File: config.mk
export PLATFORM = sky130hd
export DESIGN_NAME = ps2_rx_deframer
export DESIGN_NICKNAME = d
export VERILOG_FILES = /design/src/rtl/ps2_rx_deframer.sv
export SDC_FILE = /design/constraint.sdc
export NUM_CORES = 1
export LEC_CHECK = 0
export BUFFER_PORTS_ARGS = -buffer_cell sky130_fd_sc_hd__buf_2
export CORE_MARGIN = 2
export CORE_UTILIZATION = 49
export DETAILED_ROUTE_END_ITERATION = 8
export PLACE_DENSITY = 0.67
export SYNTH_ARGS = -nofsm -noshare
export SYNTH_HDL_FRONTEND = slang
export SYNTH_SLANG_ARGS = --single-unit
File: constraint.sdc
create_clock -name mclk -period 1.9 [get_ports mclk]
set_input_delay 0.19 -clock mclk [delete_from_list [all_inputs] [get_ports mclk]]
set_output_delay 0.19 -clock mclk [all_outputs]
set_load 0.01 [all_outputs]
File: src/rtl/ps2_rx_deframer.sv
// PS/2 device-to-host receiver: sync + glitch filter, 11-bit frame deserializer, E0/F0 folding.
// Code/flags register one mclk after the stop-bit fall; a code completing while one is held unread is dropped (rx_overrun).
module ps2_rx_deframer #(
  parameter int FILTER_LEN     = 4,
  parameter int TIMEOUT_CYCLES = 60000,
  parameter int TIMEOUT_WD     = 16
) (
  input  logic       mclk,
  input  logic       puc_rst_n,
  input  logic       ps2_clk_i,
  input  logic       ps2_data_i,
  input  logic       rx_read,
  output logic [7:0] rx_code,
  output logic       rx_extended,
  output logic       rx_released,
  output logic       rx_valid,
  output logic       rx_error,
  output logic       rx_overrun,
  output logic       busy
);

  typedef enum logic [1:0] {IDLE, DATA, PARITY, STOP} state_t;

  logic                  clk_s1, clk_s2, dat_s1, dat_s2;
  logic [FILTER_LEN-1:0] clk_hist;
  logic                  clk_f, clk_f_d;
  state_t                state;
  logic [2:0]            bit_cnt;
  logic [7:0]            shreg;
  logic                  par_bit;
  logic [TIMEOUT_WD-1:0] tmo_cnt;
  logic                  ext_pend, rel_pend;

  logic fall, stop_fall, frame_good, is_prefix, tmo_hit, code_done, err_set;

  always_comb begin
    fall       = clk_f_d & ~clk_f;
    stop_fall  = fall && (state == STOP);
    frame_good = dat_s2 & (^{shreg, par_bit});
    is_prefix  = (shreg == 8'hE0) || (shreg == 8'hF0);
    tmo_hit    = (state != IDLE) && !fall &&
                 (tmo_cnt == TIMEOUT_WD'(TIMEOUT_CYCLES - 1));
    code_done  = stop_fall & frame_good & ~is_prefix;
    err_set    = (stop_fall & ~frame_good) | tmo_hit;
  end

  assign busy = (state != IDLE);

  // Idle level of both PS/2 lines is high, so conditioning resets to 1.
  always_ff @(posedge mclk) begin
    if (!puc_rst_n) begin
      clk_s1   <= 1'b1;
      clk_s2   <= 1'b1;
      dat_s1   <= 1'b1;
      dat_s2   <= 1'b1;
      clk_hist <= '1;
      clk_f    <= 1'b1;
      clk_f_d  <= 1'b1;
    end else begin
      clk_s1   <= ps2_clk_i;
      clk_s2   <= clk_s1;
      dat_s1   <= ps2_data_i;
      dat_s2   <= dat_s1;
      clk_hist <= {clk_hist[FILTER_LEN-2:0], clk_s2};
      if (clk_hist == '0)
        clk_f <= 1'b0;
      else if (&clk_hist)
        clk_f <= 1'b1;
      clk_f_d  <= clk_f;
    end
  end

  always_ff @(posedge mclk) begin
    if (!puc_rst_n) begin
      state       <= IDLE;
      bit_cnt     <= '0;
      shreg       <= '0;
      par_bit     <= 1'b0;
      tmo_cnt     <= '0;
      ext_pend    <= 1'b0;
      rel_pend    <= 1'b0;
      rx_code     <= '0;
      rx_extended <= 1'b0;
      rx_released <= 1'b0;
      rx_valid    <= 1'b0;
      rx_error    <= 1'b0;
      rx_overrun  <= 1'b0;
    end else begin
      if (fall || state == IDLE)
        tmo_cnt <= '0;
      else
        tmo_cnt <= tmo_cnt + TIMEOUT_WD'(1);

      case (state)
        IDLE: if (fall && !dat_s2) begin
          state   <= DATA;
          bit_cnt <= '0;
        end
        DATA: if (fall) begin
          shreg   <= {dat_s2, shreg[7:1]};
          bit_cnt <= bit_cnt + 3'd1;
          if (bit_cnt == 3'd7)
            state <= PARITY;
        end
        PARITY: if (fall) begin
          par_bit <= dat_s2;
          state   <= STOP;
        end
        STOP: if (fall)
          state <= IDLE;
        default: state <= IDLE;
      endcase
      if (tmo_hit)
        state <= IDLE;

      if (err_set) begin
        ext_pend <= 1'b0;
        rel_pend <= 1'b0;
      end else if (stop_fall) begin
        if (shreg == 8'hE0)
          ext_pend <= 1'b1;
        else if (shreg == 8'hF0)
          rel_pend <= 1'b1;
        else begin
          ext_pend <= 1'b0;
          rel_pend <= 1'b0;
        end
      end

      // A read in the completion cycle frees the slot, so the new code loads.
      if (code_done && (!rx_valid || rx_read)) begin
        rx_valid    <= 1'b1;
        rx_code     <= shreg;
        rx_extended <= ext_pend;
        rx_released <= rel_pend;
      end else if (rx_valid && rx_read) begin
        rx_valid <= 1'b0;
      end

      rx_error   <= err_set | (rx_error & ~rx_read);
      rx_overrun <= (code_done & rx_valid & ~rx_read) | (rx_overrun & ~rx_read);
    end
  end

endmodule

==> impl_metrics.py <==
metrics = {
    "logic_synthesis": {
        "synth-xor-area-share_pct": 8.30,
        "synthAdderAreaFrac_pct": 3.75,
        "synth_nets": 267,
        "synth_area_leader_cell": "dfxtp_1",
        "yosys.area.top_type_share_pct": 47.1,
        "async_flop_share_pct": 0,
        "ys_ff_latch": 55,
        "synth_top_family_by_area": "simple AND/OR/NAND/NOR gates",
        "synth.avg_cell_area_sq_um": 9.17,
        "syn_inst": 255,
        "yosys_warnings": 0,
        "synth_edf_count": 0,
        "synthFlopType": "dfxtp_1",
        "synthesis.area_sq_um": 2340,
        "synthSimpleGateAreaFrac_pct": 24.0,
        "ys_seq_area_share_pct": 47.1,
        "synth_commonest_cells": "dfxtp_1, nand2_1, nor2_1",
        "synth_cell_types": 33,
        "synth.most_common_cell": "dfxtp_1",
        "synth_mux_area_share_pct": 5.30,
        "synth_compound_area_share_pct": 8.24,
        "yosys-top-cells-area": "dfxtp_1, nand2_1, mux2i_1",
    },
    "die": {
        "die_area_sq_um": 5340,
        "core_region_area_sq_um": 4660,
        "die_y_um": 73.1,
        "dieWidth_um": 73.1,
        "initial_core_util_pct": 50.1,
        "num_rows": 25,
        "ios": 19,
    },
    "clocking": {
        "insertion_delay_ns": 0.31,
        "cts_tree": "yes",
        "root_buffer": "clkbuf_8",
        "clock-sinks": 55,
        "cts_buffer_depth": 2,
        "path_clk_slew_ns": 0.09,
        "htree_num_levels": 2,
        "cts_buffers": 5,
        "cts_hold_buffers": 0,
    },
    "layout": {
        "fin_nets": 297,
        "fin_cells": 340,
        "drive_gt1_share_pct": 17.1,
        "area_growth_pct": 14.4,
        "nFillCells": 453,
        "diodes": 0,
        "regArea_sq_um": 1110,
        "multiInputGateArea_sq_um": 1180,
        "finalCoreUtilization_pct": 57.4,
    },
    "pwr": {
        "power_frac_seq_pct": 61.2,
        "power_frac_comb_pct": 2.1,
        "switchingPower_mw": 0.389,
        "p_clk_share_pct": 36.7,
        "power.leakage_nw": 1.00,
        "p_int_mw": 1.51,
        "powerDensity_nw_per_um2": 709,
        "switching_share_pct": 20.5,
        "peakVddDrop_uv": 372,
    },
    "placement": {
        "numPortBuffers": 18,
        "dpl.cell_count": 330,
        "pre_cts_slack_ns": 0.0812,
        "globalplace.congestion": 0.784,
        "dp_hpwl_um": 2890,
    },
    "critical_path": {
        "path_max_fanout": 5,
        "crit_chain": "xnor2_2, xnor3_1, mux2i_2, and3_2, mux2i_1",
        "max_stage_delay_ns": 0.44,
        "critPathCaptureType": "register",
        "start_kind": "register",
        "worst_r2r_path_depth": 5,
        "critPathRequiredTime_ns": 2.14,
        "crit_slowest_cell": "xnor3_1",
        "worst_ep_arrival_time_ns": 2.03,
        "critPathKind": "reg -> reg",
    },
    "timing": {
        "fin_setup_tns_ns": 0,
        "post-route-min-period_ns": 1.79,
        "tightest_slew_ns": 0.479,
        "post-route-period-util_pct": 94.2,
        "max_freq_mhz": 559,
        "finalSetupViolCount": 0,
        "slew_headroom_pct": 68.0,
        "finalHoldViolations": 0,
        "rsz0062_at_grt": "false",
        "skew_ns": 0.0105,
        "worst_slack_ns": 0.110,
        "final_max_slew_viol_count": 0,
        "hold_ws_ns": 0.0640,
    },
    "drt": {
        "routed_wl_um": 4230,
        "drt_iter0_markers": 99,
        "routed-via-count": 1769,
        "viasPerCell": 5.20,
        "ant_nets": 0,
        "first_pass_iters": 4,
        "drc_errors": 0,
        "post_drt_wl_per_cell_um": 12.4,
    },
    "status": {
        "status": "finished clean",
    },
    "global_route": {
        "grt.total_usage_pct": 17.0,
        "grt_pass1_vias": 1550,
        "grt_max_degree": 19,
        "grt_overflow": 0,
        "antenna_found_initial": 0,
        "grt_pass1_wl_um": 7130,
    },
    "worst_hold_path": {
        "hold_path_class": "in -> reg",
        "hold_depth": 2,
    },
    "flow_run": {
        "drv_cap": 0,
    },
}
[layout by cell type, fill, tap and decap left out, types with 5 or more instances in the layout]
cell / count
a21boi_0: 12
buf_2: 18
buf_4: 13
clkbuf_8: 7
dfxtp_1: 50
dfxtp_2: 5
ha_1: 7
inv_1: 7
mux2i_1: 11
nand2_1: 40
nand2b_1: 12
nand3_1: 19
nor2_1: 22
o21ai_0: 8
xor2_1: 12
[registers in the layout, summed over array words and instances, names as in the netlist, 2 cells and up]
| name | count |
|---|---|
| bit_cnt | 3 |
| clk_hist | 4 |
| rx_code | 8 |
| shreg | 8 |
| state | 2 |
| tmo_cnt | 16 |
[metrics by stage]
stage                     instance area (sq um)  total power [mW]
after floorplan                            2340              1.21
after global placement                     2530              1.23
after detailed placement                   2530              1.23
after CTS                                  2640              1.92
after global routing                       2670              1.97
final                                      2670              1.89
[final timing paths]
check | start | to | slack [ns]
setup / recovery | shreg[2]$_SDFFE_PN0P_ | rx_code[3]$_SDFFE_PN0P_ | 0.11
hold / removal | ps2_data_i | dat_s1$_SDFF_PN1_ | 0.06
setup reg to reg | shreg[2]$_SDFFE_PN0P_ | rx_code[3]$_SDFFE_PN0P_ | 0.11
hold reg to reg | clk_s2$_SDFF_PN1_ | clk_hist[0]$_SDFF_PN1_ | 0.41
[final cells by class]
class                           instances  area share [%]
Multi-Input combinational cell        185            44.3
Tap cell                               54            2.53
Sequential cell                        55            41.4
Clock buffer                            8            3.74
Timing Repair Buffer                   31            7.02
Inverter                                7           0.983
[metal layers]
metal | part of all wire [%] | track usage [%]
met4 | 1.9 | 6.17
met5 | 0 | 0
met2 | 46 | 26.7
met3 | 3.1 | 4.14
met1 | 49 | 22.6
[cells by family (layout without fill, tap and decap cells)]
logic type / Yosys count / count (layout)
multiplexers: 12 / 12
buffers and inverters: 16 / 46
flip-flops: 55 / 55
AND/OR/NAND/NOR: 117 / 118
XOR/XNOR: 19 / 19
AO/OA/AOI/OAI: 29 / 29
adder cells (fa/ha/maj): 7 / 7
[power groups by stage]
| stage | sequential (mW) | combinational (mW) | clock (mW) |
|---|---|---|---|
| finish | 1.16 | 0.0395 | 0.695 |
| global route | 1.16 | 0.0450 | 0.761 |
| CTS | 1.16 | 0.0399 | 0.721 |
| detailed placement | 1.19 | 0.0399 | 0 |
| global placement | 1.19 | 0.0398 | 0 |
| floorplan | 1.19 | 0.0271 | 0 |
[worst max-delay path, delay by kind of cell, from the launching register on]
| kind | cells | cell delay, ns |
|---|---|---|
| XOR/XNOR | 2 | 0.61 |
| flip-flops | 1 | 0.34 |
| multiplexers | 2 | 0.45 |
| AND/OR/NAND/NOR | 1 | 0.32 |
[repair_timing]
item | CTS | global route
endpoints found under the setup margin | 0 | 12
resized for setup | 0 | 8
setup buffers | 0 | 1
(Power assumes the default switching activity.)
